**src/rtl/id_ex_stage.sv**
```systemverilog
// ID/EX pipeline register with ALU-control decode, EX/MEM and MEM/WB operand
// forwarding, and load-use hazard detection (stall + bubble insertion).

// Per-operand forwarding mux: EX/MEM beats MEM/WB, register 0 never forwards,
// and the operand reads as zero while the EX slot is empty.
module id_ex_fwd #(
  parameter int DW = 32,
  parameter int RW = 5
) (
  input  logic          en,
  input  logic [RW-1:0] src,
  input  logic [DW-1:0] reg_data,
  input  logic          exmem_reg_write,
  input  logic [RW-1:0] exmem_rd,
  input  logic [DW-1:0] exmem_alu_result,
  input  logic          memwb_reg_write,
  input  logic [RW-1:0] memwb_rd,
  input  logic [DW-1:0] memwb_wdata,
  output logic [DW-1:0] fwd_data
);
  logic hit_exmem, hit_memwb;

  assign hit_exmem = exmem_reg_write & (exmem_rd != '0) & (exmem_rd == src);
  assign hit_memwb = memwb_reg_write & (memwb_rd != '0) & (memwb_rd == src);

  // Priority select of the freshest producer for this operand
  always_comb begin
    fwd_data = '0;
    if (en) begin
      if (hit_exmem)      fwd_data = exmem_alu_result;
      else if (hit_memwb) fwd_data = memwb_wdata;
      else                fwd_data = reg_data;
    end
  end
endmodule

module id_ex_stage #(
  parameter int DW = 32,
  parameter int RW = 5
) (
  input  logic          clk,
  input  logic          rst_n,
  input  logic          id_valid,
  input  logic [RW-1:0] id_rs,
  input  logic [RW-1:0] id_rt,
  input  logic [RW-1:0] id_rd,
  input  logic [DW-1:0] id_rs_data,
  input  logic [DW-1:0] id_rt_data,
  input  logic [DW-1:0] id_imm,
  input  logic [1:0]    id_alu_op,
  input  logic [5:0]    id_funct,
  input  logic          id_alu_src,
  input  logic          id_reg_dst,
  input  logic          id_reg_write,
  input  logic          id_mem_read,
  input  logic          id_mem_write,
  input  logic          id_mem_to_reg,
  input  logic          flush,
  input  logic          exmem_reg_write,
  input  logic [RW-1:0] exmem_rd,
  input  logic [DW-1:0] exmem_alu_result,
  input  logic          memwb_reg_write,
  input  logic [RW-1:0] memwb_rd,
  input  logic [DW-1:0] memwb_wdata,
  output logic          stall,
  output logic          ex_valid,
  output logic [DW-1:0] alu_in1,
  output logic [DW-1:0] alu_in2,
  output logic [3:0]    alu_opcode,
  output logic [DW-1:0] ex_store_data,
  output logic [RW-1:0] ex_dest,
  output logic          ex_reg_write,
  output logic          ex_mem_read,
  output logic          ex_mem_write,
  output logic          ex_mem_to_reg
);
  localparam int NOPS = 2;  // operand A (rs) and B (rt)

  typedef struct packed {
    logic          valid;
    logic [RW-1:0] rs;
    logic [RW-1:0] rt;
    logic [RW-1:0] dest;
    logic [DW-1:0] rs_data;
    logic [DW-1:0] rt_data;
    logic [DW-1:0] imm;
    logic [3:0]    opcode;
    logic          alu_src;
    logic          reg_write;
    logic          mem_read;
    logic          mem_write;
    logic          mem_to_reg;
  } ex_reg_t;

  ex_reg_t ex_d, ex_q;
  logic [3:0] op_dec;
  logic [NOPS-1:0][RW-1:0] op_src;
  logic [NOPS-1:0][DW-1:0] op_reg, op_fwd;

  // Load-use: the load in EX cannot supply its data to the ID instruction in time
  assign stall = ex_q.valid & ex_q.mem_read & (ex_q.dest != '0) & id_valid &
                 ((ex_q.dest == id_rs) | (ex_q.dest == id_rt)) & ~flush;

  // ALU control decode from alu_op / funct
  always_comb begin
    op_dec = 4'b0010;
    case (id_alu_op)
      2'b01: op_dec = 4'b0110;
      2'b10: begin
        case (id_funct)
          6'b100010: op_dec = 4'b0110;
          6'b100100: op_dec = 4'b0000;
          6'b100101: op_dec = 4'b0001;
          6'b100110: op_dec = 4'b1111;
          6'b101010: op_dec = 4'b0111;
          default:   op_dec = 4'b0010;
        endcase
      end
      default: op_dec = 4'b0010;
    endcase
  end

  // Next EX contents: flush or stall loads an all-zero bubble
  always_comb begin
    ex_d = '0;
    if (!(flush | stall)) begin
      ex_d.valid      = id_valid;
      ex_d.rs         = id_rs;
      ex_d.rt         = id_rt;
      ex_d.dest       = id_reg_dst ? id_rd : id_rt;
      ex_d.rs_data    = id_rs_data;
      ex_d.rt_data    = id_rt_data;
      ex_d.imm        = id_imm;
      ex_d.opcode     = op_dec;
      ex_d.alu_src    = id_alu_src;
      // An empty ID slot must never produce side effects downstream
      ex_d.reg_write  = id_valid & id_reg_write;
      ex_d.mem_read   = id_valid & id_mem_read;
      ex_d.mem_write  = id_valid & id_mem_write;
      ex_d.mem_to_reg = id_valid & id_mem_to_reg;
    end
  end

  // ID/EX register with synchronous active-low clear
  always_ff @(posedge clk) begin
    if (!rst_n) ex_q <= '0;
    else        ex_q <= ex_d;
  end

  assign op_src = {ex_q.rt, ex_q.rs};
  assign op_reg = {ex_q.rt_data, ex_q.rs_data};

  for (genvar g = 0; g < NOPS; g++) begin : g_fwd
    id_ex_fwd #(.DW(DW), .RW(RW)) u_fwd (
      .en               (ex_q.valid),
      .src              (op_src[g]),
      .reg_data         (op_reg[g]),
      .exmem_reg_write  (exmem_reg_write),
      .exmem_rd         (exmem_rd),
      .exmem_alu_result (exmem_alu_result),
      .memwb_reg_write  (memwb_reg_write),
      .memwb_rd         (memwb_rd),
      .memwb_wdata      (memwb_wdata),
      .fwd_data         (op_fwd[g])
    );
  end

  assign ex_valid      = ex_q.valid;
  assign alu_in1       = op_fwd[0];
  assign alu_in2       = !ex_q.valid ? '0 : (ex_q.alu_src ? ex_q.imm : op_fwd[1]);
  assign ex_store_data = op_fwd[1];
  assign alu_opcode    = ex_q.opcode;
  assign ex_dest       = ex_q.dest;
  assign ex_reg_write  = ex_q.valid & ex_q.reg_write;
  assign ex_mem_read   = ex_q.valid & ex_q.mem_read;
  assign ex_mem_write  = ex_q.valid & ex_q.mem_write;
  assign ex_mem_to_reg = ex_q.valid & ex_q.mem_to_reg;
endmodule
```
**config.mk**
```make
export PLATFORM = sky130hd
export DESIGN_NAME = id_ex_stage
export DESIGN_NICKNAME = d
export VERILOG_FILES = /design/src/rtl/id_ex_stage.sv
export SDC_FILE = /design/constraint.sdc
export NUM_CORES = 1
export LEC_CHECK = 0
export CAP_MARGIN = 15
export CELL_PAD_IN_SITES_DETAIL_PLACEMENT = 0
export CELL_PAD_IN_SITES_GLOBAL_PLACEMENT = 1
export CORE_UTILIZATION = 30
export CTS_BUF_LIST = sky130_fd_sc_hd__clkbuf_2
export DETAILED_ROUTE_END_ITERATION = 7
export PLACE_DENSITY_LB_ADDON = 0.1
export SYNTH_ARGS = -nofsm -noshare
export SYNTH_HDL_FRONTEND = slang
export SYNTH_HIERARCHICAL = 1
export SYNTH_SLANG_ARGS = --single-unit
```
**constraint.sdc**
```tcl
create_clock -name clk -period 2.7 [get_ports clk]
set_clock_uncertainty 0.15 [all_clocks]
set_input_delay 0.27 -clock clk [delete_from_list [all_inputs] [get_ports clk]]
set_output_delay 0.27 -clock clk [all_outputs]
set_load 0.02 [all_outputs]
```
==> out/results.md, run 1 <==
| Stage | Quantity | This run |
|:---|:---|:---|
| worst setup path | Cell Chain, Critical Path | or4_4 > o211ai_4 > buf_6 > buf_16 > o21ai_2 > a31oi_1 > mux2i_1 > nor2b_1 > buf_4 |
| placed design | Final weighted congestion in routability-driven placement | 0.8021 |
| routing | Via/cell ratio | 5.302 |
| sta | Setup ws final | -614.1 ps |
| sta | Number of max-slew violations in the final report | 0 |
| routing | Routed wire length | 30150 um |
| cells and area | Utilization of the core after routing | 58.77% |
| power | Share of total power in the clock network | 30.3% |
| die | Initial cell density of the core | 31.02% |
| die | Boundary pin count | 316 |
| hold path | Worst hold start | id_rt[3] |
| power | Psw | 0.001316 W |
| run status | Result of the run | finished with violations |
| logic synthesis | Portion of the post-synthesis area used by sequential elements | 36.69% |
| cells and area | Net total in the final layout | 1411 |
| cts | Depth of the CTS H-tree | 4 |
| placed design | DP HPWL | 19320 um |
| worst setup path | CP max stage cell | or4_4 |
| logic synthesis | Register bit count reported by yosys | 121 |
| power | Worst supply voltage drop on vdd | 0.0002301 V |
| routing | Count of routing violations after the opening detailed-route iteration | 463 |
| power | Combinational share of power | 27.3% |
| routing | First-pass detailed-route iteration total | 7 |
| logic synthesis | Number of enable-type register cells in the synthesized netlist | 0 |
| worst setup path | First element of the critical path | ex_q[112]$_SDFF_PP0_ |
| die | Area of the core | 21290 sq um |
| die | Area enclosed by the die boundary | 22610 sq um |
| cells and area | Total of fill cells in the finished design | 1882 |
| cts | Number of buffers on the longest clock path | 2 |
| die | Placement Rows | 53 |
| die | Floorplan die height | 150.4 um |
| global route | Total global-route track usage | 25.62% |
| global route | Leftover overflow at the end of global routing | 0 |
| logic synthesis | Proportion of synthesized flip-flops having asynchronous set or reset | 0% |
| flow run | Max-cap viol count | 0 |
| worst setup path | Worst Setup End Kind | output pin |
| power | Cell-internal power | 0.003148 W |
| sta | Slew at the pin closest to its max-slew limit | 608.6 ps |
| cells and area | Number of cells in the finished layout apart from fillers | 1493 |
| run status | Failing checks | setup timing |
| cts | Number of sinks handled by clock tree synthesis | 121 |
| worst setup path | Count of buffer and inverter cells on the critical path | 3 |
| sta | Final worst path period need | 3314 ps |
| worst setup path | Worst endpoint required time | 2280 ps |
| hold path | Class of the worst hold path | in -> reg |
| power | Switching share of power | 29.49% |
| global route | Pin count of the biggest net entering global routing | 115 |
| placed design | Buffers added on ports | 315 |
| logic synthesis | Post-synthesis instance total | 750 |
| logic synthesis | Number of distinct library cell variants in the gate-level netlist after synthesis | 38 |
| worst setup path | Delay of the slowest critical-path stage | 510 ps |
| worst setup path | Kind of cell adding the most delay to the critical path | simple AND/OR/NAND/NOR gates |
| sta | Setup violation total in the final timing report | 96 |
| worst setup path | Peak fanout along the critical path | 8 |
| sta | Headroom to the max-slew limit | 58.89% |
| cts | Root buffer cell | clkbuf_2 |
| global route | Global-route wire length before repair | 43830 um |
| global route | Initial antenna violation count | 1 |
| global route | Via count of the first global-routing pass | 7869 |
| power | Standby leakage power | 4.913 nW |
| sta | Maximum operating frequency | 301.7 MHz |
| logic synthesis | Syn nets | 957 |
| worst setup path | CP Launch Type | flop |
| sta | Setup_tns | -36970 ps |
| sta | Final Hold Vio Count | 0 |
| routing | Average detailed-routed wire length per instance | 20.19 um |
| logic synthesis | Synthesized area | 6603 sq um |
| logic synthesis | Yosys warnings | 6 |
| placed design | Number of instances in the placed design | 1318 |
| routing | Routed vias | 7916 |
| logic synthesis | Top_reg_cell synth | dfxtp_1 |
| cts | CTS tree | done |
| cells and area | Fraction of final layout cells with drive strength greater than 1 | 27.61% |
| cts | Num CTS Buffers | 17 |
| cts | Clock latency on the worst-skew pair | 680 ps |
| logic synthesis | Avg Inst Size Synth | 8.803 sq um |
| sta | Setup repair after global routing missed its margin | true |
| worst setup path | Worst reg2reg path startpoint | ex_dest[2]$_SDFF_PP0_ |
| cells and area | Layout overhead on the synthesized area | 89.46% |
| power | Fraction of power consumed by sequential logic | 42.4% |
| die | Die width | 150.4 um |
| sta | Post-route clock period utilization | 122.7% |
| power | Total power per unit cell area | 356.8 nW/um^2 |
| cts | CTS clock-pin slew for the worst setup and hold paths | 200 ps |
| routing | # DRC | 0 |
| worst setup path | Critical path arrival | 2890 ps |
| worst setup path | Critical path class | reg -> out |
| routing | ANT nets after route | 0 |
## stage by stage
stage	instance area [sq um]	worst slack [ps]	power [W]	hold slack (ps)
global placement	10340	-654.4	0.002858	693.7
CTS	11960	-698.5	0.004439	25.30
detailed placement	10340	-730.3	0.002861	694.5
global route	12510	-814.9	0.004657	36.44
finish	12510	-614.1	0.004464	113.9
floorplan	6603	68.80	0.002297	263.9
## cell usage after synthesis, types with 15 or more instances
cell type / count / share of area (%)
dfxtp_1: 121 / 37
a31oi_1: 66 / 6.3
buf_4: 15 / 1.7
and3_1: 108 / 10
o21ai_0: 44 / 3.3
buf_2: 16 / 1.2
xnor2_1: 18 / 2.4
o41ai_1: 65 / 8.6
clkbuf_1: 50 / 2.8
o21ai_1: 21 / 1.6
nand3_1: 66 / 5.0
nor2b_1: 34 / 3.2
mux2i_1: 37 / 5.6
## state kept, by name, indices dropped and copies added, names as in the netlist
signal,flops
ex_valid,1
alu_opcode,4
ex_dest,5
ex_q,111
## power by group through the flow
stage	registers, W	clock network, W	logic (W)
6_report	0.00189	0.00135	0.00122
5_1_grt	0.00190	0.00147	0.00129
4_1_cts	0.00189	0.00139	0.00116
3_5_place_dp	0.00192	0	0.000939
3_3_place_gp	0.00192	0	0.000935
2_1_floorplan	0.00192	0	0.000382
## area by class of cell
type / instances / area [sq um] / area share [%]
flip-flops and latches: 121 / 2445 / 19.54
multi-input cells: 525 / 4108 / 32.84
well taps: 275 / 344.1 / 2.751
inverters: 4 / 15.01 / 0.1200
diodes: 1 / 2.502 / 0.02000
clock buffers: 18 / 90.09 / 0.7201
clock inverters: 14 / 178.9 / 1.430
repair buffers: 535 / 5326 / 42.58
## per-layer routing
| layer | track usage, % | share of wire [%] | vias up |
|---|---|---|---|
| li1 | - | - | 3761 |
| met1 | 32.48 | 43 | 3778 |
| met2 | 42.88 | 48 | 328 |
| met3 | 6.152 | 7.1 | 49 |
| met4 | 7.374 | 2.1 | 0 |
| met5 | 0 | 0 | - |
## worst paths after layout
| check | slack (ps) | depth (start not counted) | to |
|---|---|---|---|
| worst max-delay path | -610 | 9 | alu_in2[30] |
| worst min-delay path | 110 | 2 | ex_q[113]$_SDFF_PP0_ |
| worst max register to register | 440 | 6 | ex_q[94]$_SDFF_PP0_ |
| worst min register to register | 740 | 3 | ex_dest[3]$_SDFF_PP0_ |
## worst reg2reg max path, delay by kind of cell (launching register included)
family          cells  cell delay (ps)
compound gates      1              200
buf+inv             2              450
simple gates        3              990
flops               1              400
## timing repair
action | CTS | global route
gates cloned | 5 | 2
setup buffers | 17 | 14
pin swaps | 47 | 57
setup endpoints to repair | 97 | 99
hold endpoints to repair | 112 | 0
hold buffers | 112 | 0
gates resized for setup | 610 | 106
## layout by cell type, fill, tap and decap left out, types with 3 or more instances in the layout
cell type        instances
a31oi_1                 45
a31oi_2                 12
a31oi_4                  9
and2_1                   6
and3_1                 108
and4_1                   6
buf_12                  17
buf_16                   4
buf_2                    3
buf_4                  136
buf_6                   42
bufinv_16                4
clkbuf_2                18
clkdlybuf4s50_1        217
clkinv_1                 3
clkinv_2                 3
dfxtp_1                113
dfxtp_2                  3
dfxtp_4                  5
dlygate4sd3_1          112
inv_1                    4
mux2i_1                 37
nand3_1                 64
nor2_1                  10
nor2b_1                 33
o21ai_0                  8
o21ai_1                  7
o21ai_2                 41
o21ai_4                  9
o41ai_1                 63
or4_4                    5
xnor2_1                 17
xor2_1                  11
## cells by family (layout without fill, tap and decap cells)
kind of cell               count (synthesis)  in the layout  share of synthesized area, %
muxes                                     37             37                         5.609
DFF                                      121            121                         36.69
other                                      0              1                             0
and+or+nand+nor                          252            252                         22.76
xor gates and xnor gates                  29             29                         3.847
AOI/OAI and AO/OA                        205            205                         21.68
adders and majority gates                  2              2                        0.3789
buffers and inverters                    104            571                         9.039
(Power assumes the default switching activity.)
==> inputs of run 2 (changes only) <==
--- a/config.mk
+++ b/config.mk
@@ -6,12 +6,10 @@
 export NUM_CORES = 1
 export LEC_CHECK = 0
 export CAP_MARGIN = 15
-export CELL_PAD_IN_SITES_DETAIL_PLACEMENT = 0
-export CELL_PAD_IN_SITES_GLOBAL_PLACEMENT = 1
-export CORE_UTILIZATION = 30
+export CORE_UTILIZATION = 35
 export CTS_BUF_LIST = sky130_fd_sc_hd__clkbuf_2
 export DETAILED_ROUTE_END_ITERATION = 7
-export PLACE_DENSITY_LB_ADDON = 0.1
+export PLACE_DENSITY = 0.7
 export SYNTH_ARGS = -nofsm -noshare
 export SYNTH_HDL_FRONTEND = slang
 export SYNTH_HIERARCHICAL = 1
==> run 2 against run 1 <==
Against the previous run: via count rose by 3.9%; sequential power about the same; clock power down 24%; combinational power about the same; first-iteration DRC count increased by 21%; critical path depth stayed put; setup slack gained 36 ps; the run still ends with setup timing left; register-to-register slack better by 40 ps; non-clock buffer count rose by 8; critical path type unchanged; design area down 2.3%.
==> out/results.md, run 2 (synthesis results as in run 1) <==
| Stage | Quantity | This run | Change |
|:---|:---|:---|:---|
| worst setup path | Worst Setup End Kind | output pin |  |
| global route | Global-route wire length before repair | 45620 um | +4.1% |
| flow run | Max-cap viol count | 0 | unchanged |
| sta | Setup ws final | -577.9 ps | +36.10 ps |
| die | Initial cell density of the core | 36.26% | +5.2 points |
| routing | Count of routing violations after the opening detailed-route iteration | 561 | +21% |
| hold path | Min-Delay Path Depth | 2 | unchanged |
| cells and area | Net total in the final layout | 1419 | +0.57% |
| sta | Number of max-slew violations in the final report | 0 | unchanged |
| sta | Maximum operating frequency | 305.1 MHz | +1.1% |
| cts | Depth of the CTS H-tree | 4 | unchanged |
| worst setup path | Worst r2r path cells | 6 | unchanged |
| sta | Final worst path period need | 3278 ps | -36.10 ps |
| run status | Failing checks | setup timing |  |
| routing | ANT nets after route | 0 | unchanged |
| worst setup path | CP max stage cell | or4_4 |  |
| worst setup path | Most common cell on crit path | buf_4 |  |
| cells and area | Most frequent cells in the layout | clkdlybuf4s50_1, buf_4, dfxtp_1 |  |
| cts | Number of sinks handled by clock tree synthesis | 121 | unchanged |
| sta | Post-route clock period utilization | 121.4% | -1.3 points |
| die | Die width | 139.4 um | -7.3% |
| placed design | Buffers added on ports | 315 | unchanged |
| routing | Routed wire length | 30490 um | +1.1% |
| die | Area of the core | 18210 sq um | -14% |
| cells and area | Total of fill cells in the finished design | 1486 | -21% |
| die | Boundary pin count | 316 | unchanged |
| sta | Headroom to the max-slew limit | 64.16% | +5.3 points |
| routing | Average detailed-routed wire length per instance | 20.96 um | +3.8% |
| placed design | Final weighted congestion in routability-driven placement | 0.8760 | +9.2% |
| global route | Pin count of the biggest net entering global routing | 115 | unchanged |
| power | Standby leakage power | 4.840 nW | -1.5% |
| routing | Via/cell ratio | 5.655 | +6.7% |
| worst setup path | Worst endpoint required time | 2280 ps | about the same |
| cts | Clock latency on the worst-skew pair | 680 ps | about the same |
| cells and area | Area of the multi-input gates | 4041 sq um | -1.6% |
| cts | CTS clock-pin slew for the worst setup and hold paths | 200 ps | about the same |
| sta | Hold slack | 65.01 ps | -48.89 ps |
| global route | Leftover overflow at the end of global routing | 0 | unchanged |
| global route | Total global-route track usage | 30.33% | +4.7 points |
| cells and area | Most common library cell in the layout ignoring fill and taps | clkdlybuf4s50_1 |  |
| routing | First-pass detailed-route iteration total | 6 | -1 |
| worst setup path | Instance count on the critical path | 9 | unchanged |
| cells and area | Layout overhead on the synthesized area | 85.20% |  |
| placed design | DP HPWL | 19160 um | -0.83% |
| cells and area | Number of flip-flops under the largest register name | 111 | unchanged |
| worst setup path | Kind of cell adding the most delay to the critical path | simple AND/OR/NAND/NOR gates |  |
| global route | Initial antenna violation count | 1 | unchanged |
| cells and area | Area used by sequential logic in the layout | 2444 sq um | about the same |
| worst setup path | CP Launch Type | flop |  |
| die | Area enclosed by the die boundary | 19420 sq um | -14% |
| routing | Routed vias | 8228 | +3.9% |
| power | Post-route total power | 0.004133 W | -7.4% |
| worst setup path | Peak fanout along the critical path | 13 | +5 |
| worst setup path | Critical path class | reg -> out |  |
| sta | Slew at the pin closest to its max-slew limit | 534.0 ps | -74.67 ps |
| cts | Root buffer cell | clkbuf_2 |  |
| cts | Num CTS Buffers | 17 | unchanged |
| run status | Result of the run | finished with violations |  |
| worst setup path | Cell Chain, Critical Path | or4_4 > o211ai_4 > buf_12 > o21ai_0 > a31oi_1 > buf_4 > mux2i_1 > nor2b_1 > buf_4 |  |
| global route | Via count of the first global-routing pass | 8361 | +6.3% |
| die | Placement Rows | 49 | -7.5% |
| hold path | Class of the worst hold path | in -> reg |  |
| cells and area | Utilization of the core after routing | 67.15% | +8.4 points |
| sta | Final Hold Vio Count | 0 | unchanged |
| power | Total power per unit cell area | 338.0 nW/um^2 | -5.3% |
| worst setup path | FF-to-FF setup slack | 480 ps | +40 ps |
| cts | Number of buffers on the longest clock path | 2 | unchanged |
| power | Worst supply voltage drop on vdd | 0.0002218 V | -3.6% |
| sta | Setup repair after global routing missed its margin | true |  |
| cells and area | Fraction of final layout cells with drive strength greater than 1 | 28.08% | +0.47 points |
| die | Floorplan die height | 139.4 um | -7.3% |
| worst setup path | Critical path arrival | 2860 ps | -30 ps |
| routing | # DRC | 0 | unchanged |
| cts | CTS tree | done |  |
| cells and area | Most flops, register | ex_q |  |
| worst setup path | Count of buffer and inverter cells on the critical path | 3 | unchanged |
| worst setup path | Delay of the slowest critical-path stage | 520 ps | about the same |
| sta | Setup violation total in the final timing report | 96 | unchanged |
run 2: cell types whose count changed in the layout (fill, tap and decap cells not counted), sizes merged:
cell / before / now
dlygate4sd3: 112 / 111
buf: 203 / 212
clkinv: 7 / 5
inv: 5 / 7
dlygate4sd1: 1 / 0
clkdlybuf4s50: 217 / 218
bufinv: 4 / 0
clkdlybuf4s15: 0 / 2
clkinvlp: 2 / 7
clkbuf: 20 / 17
run 2: path summary, 6_finish.rpt:
path                         start                     to
max           ex_q[112]$_SDFF_PP0_            alu_in2[29]
min                       id_rt[2]   ex_q[112]$_SDFF_PP0_
max reg2reg  ex_dest[1]$_SDFF_PP0_    ex_q[23]$_SDFF_PP0_
min reg2reg     ex_q[2]$_SDFF_PP0_  ex_dest[1]$_SDFF_PP0_
run 2: stage by stage:
stage | setup slack, ps | std cells | area (sq um) | setup TNS (ps)
6_report | -577.9 | 1455 | 12230 | -34390
5_1_grt | -713.2 | 1455 | 12230 | -48790
4_1_cts | -608.2 | 1438 | 11840 | -42560
3_5_place_dp | -731.8 | 1283 | 10390 | -53480
3_3_place_gp | -677.3 | 1283 | 10390 | -51110
2_1_floorplan | 68.80 | 750 | 6603 | 0
run 2: layer usage:
metal	share of wire, %	routed length [um]	vias to the layer above	track usage (%)
li1	-	-	3776	-
met1	39	11830	3932	35.00
met2	50	15330	453	53.77
met3	8.2	2501	67	7.330
met4	2.7	827	0	11.87
met5	0	0	-	0
run 2: repair_timing:
item / 4_1_cts / 5_1_grt
pin swaps: 30 / 43
gates cloned: 4 / 0
buffers inserted: 10 / 20
hold endpoints to repair: 109 / 2
hold buffers: 109 / 2
setup endpoints to repair: 97 / 98
resized for setup: 470 / 160
run 2: power breakdown:
group / internal, W / switching, W / total (W)
Sequential: 0.00186 / 0.0000341 / 0.00189
Combinational: 0.000683 / 0.000534 / 0.00122
Clock: 0.000233 / 0.000790 / 0.00102
Total: 0.00277 / 0.00136 / 0.00413
run 2: layout make-up:
class / count / area share (%)
multi-input cells: 525 / 33.05
well taps: 229 / 2.343
diodes: 1 / 0.02046
inverters: 4 / 0.1228
repair buffers: 543 / 42.94
clock buffers: 17 / 0.6958
clock inverters: 15 / 0.8390
flip-flops and latches: 121 / 19.98
==> inputs of run 3 (changes only) <==
--- a/config.mk
+++ b/config.mk
@@ -6,10 +6,13 @@
 export NUM_CORES = 1
 export LEC_CHECK = 0
 export CAP_MARGIN = 15
-export CORE_UTILIZATION = 35
+export CELL_PAD_IN_SITES_DETAIL_PLACEMENT = 0
+export CELL_PAD_IN_SITES_GLOBAL_PLACEMENT = 2
+export CORE_ASPECT_RATIO = 0.7
+export CORE_UTILIZATION = 23
 export CTS_BUF_LIST = sky130_fd_sc_hd__clkbuf_2
 export DETAILED_ROUTE_END_ITERATION = 7
-export PLACE_DENSITY = 0.7
+export PLACE_DENSITY = 0.86
 export SYNTH_ARGS = -nofsm -noshare
 export SYNTH_HDL_FRONTEND = slang
 export SYNTH_HIERARCHICAL = 1
==> run 3 against run 2 <==
Against the previous run: the run still ends with setup timing left; routed wire length rose by 11%; register-to-register slack improved by 50 ps; sequential power barely moved; global-route usage fell by 8.7 points; combinational power rose by 5%; non-clock buffer count rose by 13; sequential cell count did not move.
==> out/results.md, run 3 (synthesis results as in run 1) <==
| Stage | Quantity | This run | Change |
|:---|:---|:---|:---|
| worst setup path | First element of the critical path | ex_q[112]$_SDFF_PP0_ |  |
| routing | Via/cell ratio | 5.080 | -10% |
| die | Area enclosed by the die boundary | 29400 sq um | +51% |
| global route | Pin count of the biggest net entering global routing | 115 | unchanged |
| worst setup path | Peak fanout along the critical path | 22 | +9 |
| die | Die width | 204.5 um | +47% |
| cts | Num CTS Buffers | 17 | unchanged |
| global route | Initial antenna violation count | 3 | +2 |
| placed design | Buffers added on ports | 315 | unchanged |
| cts | Clock latency on the worst-skew pair | 700 ps | +20 ps |
| cts | Root buffer cell | clkbuf_2 |  |
| routing | Average detailed-routed wire length per instance | 21.05 um | +0.45% |
| routing | Routed vias | 8179 | -0.60% |
| cells and area | Number of flip-flops under the largest register name | 111 | unchanged |
| die | Placement Rows | 51 | +4.1% |
| placed design | DP HPWL | 22550 um | +18% |
| cts | CTS clock-pin slew for the worst setup and hold paths | 180 ps | -20 ps |
| sta | Maximum operating frequency | 290.8 MHz | -4.7% |
| worst setup path | CP Launch Type | flop |  |
| power | Standby leakage power | 4.979 nW | +2.9% |
| hold path | Class of the worst hold path | in -> reg |  |
| worst setup path | Worst endpoint required time | 2280 ps | about the same |
| die | Initial cell density of the core | 23.57% | -13 points |
| cells and area | Fraction of final layout cells with drive strength greater than 1 | 27.99% | -0.088 points |
| die | Boundary pin count | 316 | unchanged |
| die | Floorplan die height | 143.8 um | +3.2% |
| sta | Slew at the pin closest to its max-slew limit | 600.2 ps | +66.22 ps |
| routing | Routed wire length | 33890 um | +11% |
| cts | Depth of the CTS H-tree | 4 | unchanged |
| worst setup path | Delay of the slowest critical-path stage | 520 ps | about the same |
| global route | GR Util met1 | 27.76% | -7.2 points |
| sta | Final Hold Vio Count | 0 | unchanged |
| global route | Met3 GRT Util | 6.599% | -0.73 points |
| die | Area of the core | 28010 sq um | +54% |
| cts | CTS tree | done |  |
| global route | Total global-route track usage | 21.63% | -8.7 points |
| power | Worst supply voltage drop on vdd | 0.0002138 V | -3.6% |
| cells and area | Utilization of the core after routing | 45.30% | -22 points |
| cells and area | Number of cells in the finished layout apart from fillers | 1610 | +11% |
| worst setup path | Critical path class | reg -> out |  |
| cells and area | Most common library cell in the layout ignoring fill and taps | clkdlybuf4s50_1 |  |
| run status | Result of the run | finished with violations |  |
| hold path | Worst hold start | id_rt[4] |  |
| sta | Setup_tns | -43960 ps | -9565 ps |
| sta | Final worst path period need | 3439 ps | +160.6 ps |
| worst setup path | CP max stage cell | or4_4 |  |
| placed design | Post-placement worst setup slack | -815.0 ps | -83.17 ps |
| cts | Number of sinks handled by clock tree synthesis | 121 | unchanged |
| sta | Headroom to the max-slew limit | 59.46% | -4.7 points |
| routing | First-pass detailed-route iteration total | 5 | -1 |
| global route | Global-route wire length before repair | 47000 um | +3.0% |
| worst setup path | Worst reg2reg path startpoint | ex_dest[1]$_SDFF_PP0_ |  |
| sta | Setup violation total in the final timing report | 96 | unchanged |
| sta | Setup ws final | -738.5 ps | -160.6 ps |
| power | Total power per unit cell area | 341.0 nW/um^2 | +0.88% |
| placed design | Final weighted congestion in routability-driven placement | 0.9393 | +7.2% |
| global route | Via count of the first global-routing pass | 7860 | -6.0% |
| worst setup path | Most common cell on crit path | buf_4 |  |
| routing | Count of routing violations after the opening detailed-route iteration | 519 | -7.5% |
| sta | Setup repair after global routing missed its margin | true |  |
| routing | # DRC | 0 | unchanged |
| worst setup path | Critical path arrival | 3020 ps | +160 ps |
| cts | Number of buffers on the longest clock path | 2 | unchanged |
| cells and area | Most flops, register | ex_q |  |
| cells and area | Most frequent cells in the layout | clkdlybuf4s50_1, buf_4, dlygate4sd3_1 |  |
| power | Post-route total power | 0.004328 W | +4.7% |
| run status | Failing checks | setup timing |  |
| cells and area | Layout overhead on the synthesized area | 92.21% |  |
| sta | Post-route clock period utilization | 127.4% | +5.9 points |
| global route | Most used routing layer in global routing | met2 |  |
| flow run | Max-cap viol count | 0 | unchanged |
| global route | Leftover overflow at the end of global routing | 0 | unchanged |
| routing | ANT nets after route | 0 | unchanged |
| cells and area | Total of fill cells in the finished design | 2681 | +80% |
| placed design | Number of instances in the placed design | 1434 | +12% |
| worst setup path | Worst Setup End Kind | output pin |  |
| cells and area | Net total in the final layout | 1432 | +0.92% |
| sta | Number of max-slew violations in the final report | 0 | unchanged |
| worst setup path | Cell Chain, Critical Path | or4_4 > o211ai_4 > buf_12 > o21ai_0 > a31oi_1 > buf_4 > buf_4 > clkdlybuf4s15_2 |  |
| global route | Met2 Resource Use GR | 34.59% | -19 points |
## run 3: changes by cell type in the layout (fill, tap and decap cells not counted), sizes merged
cell	delta
clkbuf	+7
clkinvlp	-5
dlygate4sd3	+4
buf	+3
inv	-3
bufinv	+2
clkinv	+2
diode	+2
clkdlybuf4s15	+1
clkdlybuf4s50	-1
dlymetal6s2s	+1
## run 3: timing repair
item | in CTS | in global routing
pin swaps | 17 | 33
resized for setup | 426 | 196
hold endpoints to repair | 113 | 0
setup buffers | 7 | 19
hold buffers | 115 | 0
endpoints found under the setup margin | 98 | 98
gates cloned | 1 | 4
## run 3: final cells by class
cell class | count | area [sq um] | area share, %
multi-input combinational | 525 | 4110 | 32.39
inverter | 4 | 15.01 | 0.1183
clock inverter | 11 | 108.9 | 0.8577
timing repair buffer | 556 | 5445 | 42.91
antenna | 3 | 7.507 | 0.05915
clock buffer | 19 | 95.09 | 0.7493
sequential | 121 | 2445 | 19.26
tap | 371 | 464.2 | 3.658
## run 3: routing by layer
| metal | vias to the layer above | wire length [um] |
|---|---|---|
| met4 | 0 | 536 |
| met1 | 3890 | 15130 |
| met2 | 449 | 14920 |
| li1 | 3802 | - |
| met5 | - | 0 |
| met3 | 38 | 3303 |
## run 3: critical path: cells and delay by family (launching register included)
kind,cells,cell delay [ps]
AND/OR/NAND/NOR,1,520
flip-flops,1,380
buffers and inverters,4,720
AO/OA/AOI/OAI,3,670
## run 3: worst paths after layout
kind / end / slack [ps] / cells after the start
worst max-delay path: ex_store_data[26] / -740 / 8
worst max register to register: ex_q[64]$_SDFF_PP0_ / 530 / 5
worst min register to register: ex_dest[0]$_SDFF_PP0_ / 780 / 4
worst min-delay path: ex_q[114]$_SDFF_PP0_ / 150 / 2
## run 3: power breakdown
part | total, W | internal [W] | leakage (nW) | switching (W)
logic | 0.00128 | 0.000710 | 3.85 | 0.000571
registers | 0.00189 | 0.00186 | 0.998 | 0.0000341
clock network | 0.00116 | 0.000407 | 0.133 | 0.000749
## run 3: metrics by stage
stage | hold slack, ps | area, sq um
after detailed placement | 696.6 | 10670
after global placement | 695.2 | 10670
after CTS | 19.41 | 12070
final | 147.9 | 12690
after floorplan | 263.9 | 6603
after global routing | 43.96 | 12690
